### config.mk
export PLATFORM = sky130hd
export DESIGN_NAME = pipe_stage_reg
export DESIGN_NICKNAME = d
export VERILOG_FILES = /design/src/rtl/pipe_stage_reg.sv
export SDC_FILE = /design/constraint.sdc
export NUM_CORES = 1
export LEC_CHECK = 0
export CAP_MARGIN = 30
export CORE_ASPECT_RATIO = 1.2
export CORE_MARGIN = 10
export CORE_UTILIZATION = 42
export CTS_BUF_LIST = sky130_fd_sc_hd__clkbuf_8 sky130_fd_sc_hd__clkbuf_16
export DETAILED_ROUTE_END_ITERATION = 16
export PLACE_DENSITY = 0.86
export SYNTH_ARGS = -nofsm -noshare
export SYNTH_HDL_FRONTEND = slang
export SYNTH_SLANG_ARGS = --single-unit
### constraint.sdc
create_clock -name clk -period 5.73 [get_ports clk]
set_clock_uncertainty 0.2 [all_clocks]
set_input_delay 0.573 -clock clk [delete_from_list [all_inputs] [get_ports clk]]
set_output_delay 0.573 -clock clk [all_outputs]
set_load 0.02 [all_outputs]
### src/rtl/pipe_stage_reg.sv
// Generic valid/ready pipeline stage register carrying PC, payload and control with flush and stall counter.
// Define PIPE_SKID_EN for a 2-entry skid buffer with a registered in_ready.
module pipe_stage_reg #(
    parameter int PC_W   = 16,
    parameter int DATA_W = 64,
    parameter int CTRL_W = 9,
    parameter int CNT_W  = 16
) (
    input  logic              clk,
    input  logic              rst_n,
    input  logic              in_valid,
    output logic              in_ready,
    input  logic [PC_W-1:0]   in_pc,
    input  logic [DATA_W-1:0] in_data,
    input  logic [CTRL_W-1:0] in_ctrl,
    input  logic              flush,
    output logic              out_valid,
    input  logic              out_ready,
    output logic [PC_W-1:0]   out_pc,
    output logic [DATA_W-1:0] out_data,
    output logic [CTRL_W-1:0] out_ctrl,
    output logic [CNT_W-1:0]  stall_count
);

    logic              accept;
    logic              deliver;
    logic [PC_W-1:0]   pc_reg;
    logic [DATA_W-1:0] data_reg;
    logic [CTRL_W-1:0] ctrl_reg;
    logic [CNT_W-1:0]  stall_reg;

    assign accept  = in_valid && in_ready;
    assign deliver = out_valid && out_ready;

`ifdef PIPE_SKID_EN
    typedef enum logic [1:0] {
        EMPTY = 2'd0,
        ONE   = 2'd1,
        TWO   = 2'd2
    } state_t;

    state_t            state_reg;
    state_t            state_next;
    logic              skid_valid_reg;
    logic [PC_W-1:0]   skid_pc_reg;
    logic [DATA_W-1:0] skid_data_reg;
    logic [CTRL_W-1:0] skid_ctrl_reg;
    logic              load_main;
    logic              load_skid;
    logic              skid_to_main;

    always_comb begin
        state_next   = state_reg;
        load_main    = 1'b0;
        load_skid    = 1'b0;
        skid_to_main = 1'b0;
        if (flush) begin
            state_next = EMPTY;
        end else begin
            case (state_reg)
                EMPTY: begin
                    if (accept) begin
                        state_next = ONE;
                        load_main  = 1'b1;
                    end
                end
                ONE: begin
                    if (accept && deliver) begin
                        load_main = 1'b1;
                    end else if (accept) begin
                        state_next = TWO;
                        load_skid  = 1'b1;
                    end else if (deliver) begin
                        state_next = EMPTY;
                    end
                end
                TWO: begin
                    // in_ready is low here, so only a delivery can move us
                    if (deliver) begin
                        state_next   = ONE;
                        skid_to_main = 1'b1;
                    end
                end
                default: state_next = EMPTY;
            endcase
        end
    end

    always_ff @(posedge clk or negedge rst_n) begin
        if (!rst_n) begin
            state_reg      <= EMPTY;
            skid_valid_reg <= 1'b0;
        end else begin
            state_reg      <= state_next;
            skid_valid_reg <= (state_next == TWO);
        end
    end

    always_ff @(posedge clk or negedge rst_n) begin
        if (!rst_n) begin
            pc_reg        <= '0;
            data_reg      <= '0;
            ctrl_reg      <= '0;
            skid_pc_reg   <= '0;
            skid_data_reg <= '0;
            skid_ctrl_reg <= '0;
        end else begin
            if (load_main) begin
                pc_reg   <= in_pc;
                data_reg <= in_data;
                ctrl_reg <= in_ctrl;
            end else if (skid_to_main) begin
                pc_reg   <= skid_pc_reg;
                data_reg <= skid_data_reg;
                ctrl_reg <= skid_ctrl_reg;
            end
            if (load_skid) begin
                skid_pc_reg   <= in_pc;
                skid_data_reg <= in_data;
                skid_ctrl_reg <= in_ctrl;
            end
        end
    end

    assign in_ready  = !skid_valid_reg;
    assign out_valid = (state_reg != EMPTY);
`else
    logic valid_reg;

    assign in_ready  = flush || !valid_reg || out_ready;
    assign out_valid = valid_reg;

    always_ff @(posedge clk or negedge rst_n) begin
        if (!rst_n) begin
            valid_reg <= 1'b0;
            pc_reg    <= '0;
            data_reg  <= '0;
            ctrl_reg  <= '0;
        end else if (flush) begin
            valid_reg <= 1'b0;
        end else if (accept) begin
            valid_reg <= 1'b1;
            pc_reg    <= in_pc;
            data_reg  <= in_data;
            ctrl_reg  <= in_ctrl;
        end else if (out_ready) begin
            valid_reg <= 1'b0;
        end
    end
`endif

    always_ff @(posedge clk or negedge rst_n) begin
        if (!rst_n) begin
            stall_reg <= '0;
        end else if (out_valid && !out_ready && !flush && (stall_reg != {CNT_W{1'b1}})) begin
            stall_reg <= stall_reg + CNT_W'(1);
        end
    end

    // An empty stage presents a NOP: every control bit is gated by out_valid
    genvar gi;
    generate
        for (gi = 0; gi < CTRL_W; gi++) begin : g_ctrl_mask
            assign out_ctrl[gi] = ctrl_reg[gi] & out_valid;
        end
    endgenerate

    assign out_pc      = pc_reg;
    assign out_data    = data_reg;
    assign stall_count = stall_reg;

endmodule

==> flow_summary_export.csv, run 1 <==
group,metric,value,unit
yosys,synthCells,287,
worst_hold_path,worstHoldPathType,"primary input to asynchronous set/reset pin",
route,vias_per_cell,4.955,
route,drt_first_pass_iters,4,
yosys,synthesis.nets,382,
timing,whs,0.05521,ns
clocking,postCtsResizedCells,0,
clocking,clk_latency,0.34,ns
die,die_area,0.01447,sq mm
route,routed_wl,11.98,mm
clocking,cts_tree,"done",
worst_setup_path,max_stage_delay,0.60,ns
timing,hold_violations,0,
finish,final_cell_mix,"199 x clkdlybuf4s50_1, 106 x dfrtp_1, 94 x mux2_2",
clocking,clkSlewWorstSetupHoldPaths,0.07,ns
finish,drive_above_1_share,0.2389,
run,cap_viol_max_count,0,
timing,finalCritPeriodShare,0.5037,
route,via_count,3072,
worst_setup_path,crit_start,"flush",
clocking,cts_buffer_depth,2,
status,status,"finished clean",
worst_setup_path,ff2ff_setup_slack,3.33,ns
timing,slew_viol_final,0,
worst_setup_path,cp_num_buf_inv,2,
placed_design,placement.io_buffers,200,
clocking,cts-root-buf,"clkbuf_16",
grt,grt_max_degree,56,
worst_setup_path,r2r_cells,4,
grt,grt_overflow,0,
worst_setup_path,r2r-start,"out_valid$_DFFE_PN0P_",
finish,syn2layout_area_growth,58.56,%
timing,max_freq,0.3465,GHz
yosys,ys_ff_latch,106,
worst_setup_path,worstPathRequired,4.96,ns
timing,final-setup-viol-count,0,
finish,finalInstanceArea,0.006688,sq mm
yosys,yosys_warnings,0,
finish,final_common_cell,"clkdlybuf4s50_1",
power_and_ir_drop,ir_drop,0.0001861,V
timing,slew_headroom,0.5549,
placed_design,place_congestion,0.8036,
die,rows,40,
worst_setup_path,cpLargestDelayFamily,"buffers and inverters",
finish,largest_reg_flops,64,
grt,grt_antenna_before_repair,0,
finish,final_core_util,0.6749,
finish,multiInputGateArea,0.001499,sq mm
clocking,cts_buffers,9,
route,wl_per_cell,19.32,microns
timing,tightest_slew,0.6677,ns
timing,rsz0062_at_grt,"false",
worst_setup_path,path_cells,"clkdlybuf4s50_1 > or3b_1 > clkdlybuf4s50_1",
power_and_ir_drop,power_per_cell_area,338.5,mW/mm^2
yosys,syn_area_per_cell,14.70,sq um
timing,setup_tns,0,ns
clocking,cts_sinks,106,
yosys,netlist-cell-type-count,28,
route,ant_nets,0,
placed_design,dpl.hpwl,9.332,mm
grt,grt_pass1_vias,3416,
worst_setup_path,path_max_fanout,10,
finish,fin_nets,585,
finish,diodes,0,
power_and_ir_drop,leakage,2.726,nW
grt,grt_use_total,0.1611,
die,core,0.009910,sq mm
yosys,synthesis.area,0.004218,sq mm
finish,nFillCells,714,
worst_setup_path,cp_slowest_cell,"clkdlybuf4s50_1",
die,die_h,129.8,microns
clocking,hold_buffers,0,
route,drc_errors,0,
route,drt_iter0_markers,126,
finish,seq_area,0.002653,sq mm
timing,finalCriticalPeriod,2.886,ns
worst_setup_path,cp.arrival,2.11,ns
placed_design,placed_cell_area,0.006346,sq mm
clocking,post-cts-setup-buffers,0,
die,die_w,111.5,microns
worst_setup_path,end_kind,"output port",
worst_setup_path,start_kind,"primary input",
die,ios,201,
yosys,yosysSeqAreaShare,0.6289,
clocking,htreeDepth,3,
worst_setup_path,crit_top_cell,"clkdlybuf4s50_1",
grt,grt_pass1_wl,18.62,mm
worst_setup_path,r2r_end,"stall_count[11]$_DFFE_PN0P_",
die,initial_core_util,0.4256,
worst_setup_path,criticalPathCategory,"primary input to output port",
how the worst max path moves through the flow:
stage / depth (start not counted) / endpoint
6_report: 3 / in_ready
5_1_grt: 2 / in_ready
4_1_cts: 2 / in_ready
2_1_floorplan: 5 / stall_count[11]$_DFFE_PN0P_
3_5_place_dp: 3 / in_ready
3_3_place_gp: 3 / in_ready
Yosys cell counts:
cell type	count	share of area
nand4_1	7	0.010
nand2b_1	2	0.0030
xnor2_1	2	0.0042
clkbuf_1	1	0.00089
buf_4	1	0.0018
nand2_1	10	0.0089
nor2_1	6	0.0053
nor4_1	4	0.0059
xor2_1	4	0.0083
nor3_2	1	0.0024
a21oi_1	5	0.0059
ha_1	1	0.0030
a211oi_1	3	0.0053
dfrtp_1	106	0.63
or3b_1	1	0.0021
nor3_1	4	0.0047
and2_1	9	0.013
or3_1	1	0.0015
mux2_2	94	0.25
buf_2	8	0.0095
inv_1	4	0.0036
nand3_1	5	0.0059
nor3b_1	1	0.0018
or2_2	2	0.0030
o21a_1	1	0.0018
and3_1	2	0.0030
or2_4	1	0.0021
buf_6	1	0.0027
kinds of logic after synthesis:
family | after synthesis | synth area share
DFF | 106 | 0.6289
muxes | 94 | 0.2510
and+or+nand+nor | 56 | 0.07327
buffers and inverters | 15 | 0.01839
AOI/OAI and AO/OA | 9 | 0.01305
xor gates and xnor gates | 6 | 0.01246
adders and majority gates | 1 | 0.002966
layout make-up:
cell class / count / share of cell area
clock buffers: 10 / 0.03573
flip-flops and latches: 106 / 0.3966
well taps: 126 / 0.02357
repair buffers: 203 / 0.3023
inverters: 4 / 0.002245
multi-input cells: 166 / 0.2241
clock inverters: 5 / 0.01534
per-stage QoR:
step | std cells | setup slack [ns] | power (mW)
2_1_floorplan | 287 | 3.558 | 1.224
3_3_place_gp | 605 | 2.856 | 1.568
3_5_place_dp | 605 | 2.839 | 1.590
4_1_cts | 620 | 2.778 | 2.294
5_1_grt | 620 | 2.710 | 2.365
6_report | 620 | 2.844 | 2.263
metal layers:
| metal | vias up | share of wire | track usage |
|---|---|---|---|
| met1 | 1493 | 0.36 | 0.1603 |
| li1 | 1416 | - | - |
| met2 | 141 | 0.52 | 0.2865 |
| met5 | - | 0 | 0 |
| met4 | 0 | 0.030 | 0.08403 |
| met3 | 22 | 0.084 | 0.06382 |
power by group:
part	switching, mW	internal (mW)
Sequential	0.0685	0.867
Clock	0.260	0.436
Combinational	0.285	0.347
Note: power is estimated with default switching activity, not from simulation.
==> run 2, diff against run 1 <==
Settings changed: CORE_UTILIZATION 42 to 41, PLACE_DENSITY 0.86 to 0.84.
Clock period 5.73 ns to 2.85 ns, I/O delays scaled along.
==> run 2 against run 1 <==
Effect of this change: final cell count rose by 0.65%; via count rose by 1.9%; global-route usage about the same; worst setup slack got worse by 2.3 ns; cell area grew 0.30%; die area is 2.0% higher; register-to-register slack worse by 2.6 ns; sequential share of layout area is 0.12 points lower; sequential power up 100%; non-clock buffer count rose by 3; critical path type unchanged.
==> flow_summary_export.csv, run 2 (same netlist as run 1, synthesis figures left out) <==
group,metric,value,unit
worst_setup_path,max_stage_delay,0.61,ns
route,routed_wl,11.96,mm
power_and_ir_drop,ir_drop,0.0003704,V
die,core,0.01006,sq mm
grt,grt_antenna_before_repair,0,
worst_hold_path,worstHoldPathType,"register to register",
clocking,cts_buffers,9,
die,ios,201,
worst_setup_path,criticalPathCategory,"primary input to output port",
route,via_count,3131,
power_and_ir_drop,power_per_cell_area,653.8,mW/mm^2
route,wl_per_cell,19.17,microns
finish,syn2layout_area_growth,59.03,%
timing,final-setup-viol-count,0,
timing,setup_slack,0.5129,ns
placed_design,dpl.hpwl,9.381,mm
run,cap_viol_max_count,0,
timing,rsz0062_at_grt,"false",
finish,final_cell_mix,"199 x clkdlybuf4s50_1, 106 x dfrtp_1, 94 x mux2_2",
die,rows,40,
power_and_ir_drop,leakage,2.747,nW
clocking,cts-root-buf,"clkbuf_16",
clocking,clkSlewWorstSetupHoldPaths,0.06,ns
grt,grt_max_degree,63,
clocking,htreeDepth,3,
finish,drive_above_1_share,0.2369,
finish,final_common_cell,"clkdlybuf4s50_1",
finish,final_core_util,0.6668,
timing,finalCritPeriodShare,0.8200,
route,ant_nets,0,
timing,finalCriticalPeriod,2.337,ns
worst_setup_path,cp_slowest_cell,"clkdlybuf4s50_1",
route,vias_per_cell,5.018,
grt,grt_overflow,0,
finish,largest_reg_flops,64,
timing,max_freq,0.4279,GHz
timing,slew_viol_final,0,
worst_setup_path,path_max_fanout,10,
grt,grt_pass1_wl,19.13,mm
clocking,cts_buffer_depth,2,
status,status,"finished clean",
die,die_w,112.6,microns
power_and_ir_drop,finalPower,4.386,mW
worst_setup_path,path_cells,"clkdlybuf4s50_1 > or3b_1 > clkdlybuf4s50_1",
die,initial_core_util,0.4193,
route,drt_first_pass_iters,4,
placed_design,placement.io_buffers,200,
finish,fin_nets,588,
finish,diodes,0,
worst_setup_path,cpLargestDelayFamily,"buffers and inverters",
placed_design,placed_cells,607,
die,die_area,0.01476,sq mm
worst_setup_path,end_kind,"output port",
clocking,postCtsResizedCells,0,
worst_setup_path,worstPathRequired,2.37,ns
grt,grt_pass1_vias,3497,
timing,hold_violations,0,
clocking,cts_sinks,106,
placed_design,place_congestion,0.7973,
worst_setup_path,cp.arrival,1.85,ns
worst_setup_path,crit_top_cell,"clkdlybuf4s50_1",
worst_setup_path,start_kind,"primary input",
clocking,cts_tree,"done",
route,drt_iter0_markers,111,
finish,stdcell_count,624,
worst_setup_path,cp_num_buf_inv,2,
die,die_h,131.1,microns
finish,finalInstanceArea,0.006708,sq mm
grt,grt_use_total,0.1611,
route,drc_errors,0,
timing,whs,0.2965,ns
placed_design,dp_slack,0.4331,ns
timing,setup_tns,0,ns
placed_design,placed_cell_area,0.006399,sq mm
timing,slew_headroom,0.4790,
timing,tightest_slew,0.7815,ns
clocking,clk_latency,0.34,ns
[run 2: cell count changes in the layout (fill, tap and decap cells not counted), sizes merged]
cell,previous run,this run
buf,4,6
dlygate4sd3,0,1
clkbuf,10,11
clkinvlp,1,0
inv,4,7
bufinv,3,1
[run 2: worst register-to-register path, cell delays in order, from the launching register on]
cell and delay (ns):
dfrtp_1 0.44, nand4_1 0.31, nor4_1 0.74, nor3_1 0.16, xor2_1 0.18
[run 2: area by class of cell]
class,instances,area [sq um]
repair buffers,206,2085
multi-input cells,166,1499
clock inverters,5,46.29
well taps,126,157.7
flip-flops and latches,106,2653
fillers,735,3352
inverters,4,15.01
clock buffers,11,252.7
[run 2: repair_timing]
| item | CTS | global route |
|---|---|---|
| endpoints found under the hold margin | 60 | 0 |
| buffers inserted | 0 | 0 |
| hold buffers | 1 | 0 |
[run 2: report_power, final]
| group | internal [mW] | switching [mW] |
|---|---|---|
| logic | 0.705 | 0.575 |
| clock network | 0.718 | 0.509 |
| registers | 1.74 | 0.134 |
| total | 3.17 | 1.22 |
[run 2: final timing paths]
path / start / endpoint / slack [ns] / cells after the start
min in group asynchronous: rst_n / out_data[25]$_DFFE_PN0P_ / 0.36 / 2
max in group asynchronous: rst_n / out_data[9]$_DFFE_PN0P_ / 1.41 / 3
min reg2reg: stall_count[9]$_DFFE_PN0P_ / stall_count[9]$_DFFE_PN0P_ / 0.30 / 1
min: stall_count[9]$_DFFE_PN0P_ / stall_count[9]$_DFFE_PN0P_ / 0.30 / 1
max: flush / in_ready / 0.51 / 3
max reg2reg: stall_count[6]$_DFFE_PN0P_ / stall_count[5]$_DFFE_PN0P_ / 0.70 / 4
[run 2: per-layer routing]
metal,vias to the layer above,track usage,part of all wire
met2,144,0.2813,0.52
met4,0,0.06356,0.019
met5,-,0,0
li1,1431,-,-
met3,15,0.06785,0.10
met1,1541,0.1647,0.35
==> run 3, diff against run 2 <==
Clock period 2.85 ns to 2.3 ns, I/O delays scaled along.
==> run 3 against run 2 <==
Effect of this change: global-route usage is 0.18 points lower; power is 28% higher; sequential share of layout area fell by 0.45 points; largest cell class unchanged; wire length down 0.69%; critical endpoint unchanged; sequential power rose by 24%; count of clock-buffer cells in the layout is 1 higher; cell area grew 1.2%; core utilization increased by 0.77 points; largest power group unchanged; final cell count is 0.80% higher; sequential cell count stayed put.
==> flow_summary_export.csv, run 3 (same netlist as run 1, synthesis figures left out) <==
group,metric,value,unit
placed_design,dpl.hpwl,9.446,mm
die,die_w,112.6,microns
timing,slew_viol_final,0,
status,status,"finished clean",
clocking,cts_buffers,9,
route,routed_wl,11.88,mm
route,vias_per_cell,4.984,
timing,final-setup-viol-count,0,
clocking,htreeDepth,3,
grt,grt_overflow,0,
run,cap_viol_max_count,0,
finish,nFillCells,742,
power_and_ir_drop,leakage,2.775,nW
worst_setup_path,criticalPathCategory,"register to output port",
worst_hold_path,worstHoldPathType,"primary input to asynchronous set/reset pin",
timing,finalCriticalPeriod,2.174,ns
power_and_ir_drop,p_seq_frac,0.416,
finish,final_core_util,0.6745,
finish,multiInputGateArea,0.001499,sq mm
clocking,cts-root-buf,"clkbuf_16",
power_and_ir_drop,internal_power,4.079,mW
worst_setup_path,cp.arrival,1.74,ns
timing,hold_violations,0,
timing,tightest_slew,0.6400,ns
clocking,cts_tree,"done",
clocking,cts_sinks,106,
finish,final_cell_mix,"199 x clkdlybuf4s50_1, 106 x dfrtp_1, 94 x mux2_2",
die,ios,201,
die,die_h,131.1,microns
timing,max_freq,0.4601,GHz
finish,final_common_cell,"clkdlybuf4s50_1",
die,core,0.01006,sq mm
route,wl_per_cell,18.89,microns
clocking,clk_latency,0.33,ns
route,drt_iter0_markers,78,
finish,syn2layout_area_growth,60.87,%
timing,finalCritPeriodShare,0.9451,
timing,setup_slack,0.1264,ns
finish,fin_nets,593,
die,initial_core_util,0.4193,
grt,grt_use_total,0.1593,
worst_setup_path,worstPathRequired,1.87,ns
timing,slew_headroom,0.5733,
placed_design,dp_slack,-0.03784,ns
route,drt_first_pass_iters,5,
clocking,post-cts-setup-buffers,0,
timing,rsz0062_at_grt,"false",
power_and_ir_drop,ir_drop,0.0004077,V
clocking,clkSlewWorstSetupHoldPaths,0.07,ns
die,rows,40,
finish,drive_above_1_share,0.2505,
worst_setup_path,path_max_fanout,5,
power_and_ir_drop,power_per_cell_area,825.7,mW/mm^2
finish,seq_area,0.002653,sq mm
clocking,hold_buffers,1,
worst_setup_path,start_kind,"register",
power_and_ir_drop,finalPower,5.603,mW
grt,grt_pass1_vias,3523,
power_and_ir_drop,swShare,0.2719,
grt,grt_pass1_wl,19.12,mm
clocking,postCtsResizedCells,0,
finish,diodes,0,
route,via_count,3135,
worst_setup_path,end_kind,"output port",
placed_design,placement.io_buffers,200,
finish,largest_reg_flops,64,
route,ant_nets,0,
power_and_ir_drop,comb_power_share,0.283,
timing,setup_tns,0,ns
power_and_ir_drop,p_clk_frac,0.301,
route,drc_errors,0,
power_and_ir_drop,p_switching,1.523,mW
placed_design,place_congestion,0.8481,
die,die_area,0.01476,sq mm
grt,grt_antenna_before_repair,0,
clocking,cts_buffer_depth,2,
grt,grt_max_degree,50,
## run 3: power by group through the flow
stage                     clock (mW)  combinational, mW  sequential [mW]
after global routing            1.80               1.68             2.37
after global placement             0               1.58             2.34
final                           1.69               1.59             2.33
after floorplan                    0              0.368             2.68
after detailed placement           0               1.61             2.37
after CTS                       1.73               1.62             2.33
## run 3: area by class of cell
| class | instances | share of cell area |
|---|---|---|
| sequential | 106 | 0.3909 |
| timing repair buffer | 211 | 0.3127 |
| multi-input combinational | 166 | 0.2209 |
| clock buffer | 12 | 0.03928 |
| tap | 126 | 0.02323 |
| clock inverter | 4 | 0.01070 |
| inverter | 4 | 0.002213 |
## run 3: routing by layer
layer  routed length [microns]  share of wire  track usage  up-vias
met4                       235          0.020      0.06073        0
met5                         0              0            0        -
met3                      1356           0.11      0.07423       18
met2                      6175           0.52       0.2781      149
met1                      4114           0.35       0.1594     1526
li1                          -              -            -     1442
## run 3: worst paths after layout
path	from	to	slack [ns]	depth (start not counted)
min in group clk	in_ctrl[5]	ctrl_reg[5]$_DFFE_PN0P_	0.30	2
worst max-delay path	out_valid$_DFFE_PN0P_	in_ready	0.13	2
worst max register to register	out_valid$_DFFE_PN0P_	stall_count[10]$_DFFE_PN0P_	0.28	5
max in group asynchronous	rst_n	out_data[36]$_DFFE_PN0P_	0.98	3
worst min register to register	ctrl_reg[8]$_DFFE_PN0P_	ctrl_reg[8]$_DFFE_PN0P_	0.30	1
worst min-delay path	rst_n	out_data[17]$_DFFE_PN0P_	0.26	2
## run 3: worst max-delay path, stage by stage (launching register included)
cell and delay [ns]:
dfrtp_1 0.35, or3b_1 0.46, clkdlybuf4s50_1 0.59
## run 3: per-stage QoR
step                std cells  instance area (sq um)  hold slack (ns)
floorplan                 287                   4218          -0.2656
global placement          612                   6436          0.08564
detailed placement        612                   6436          0.08584
CTS                       629                   6785           0.2639
global route              629                   6785           0.2960
finish                    629                   6785           0.2644
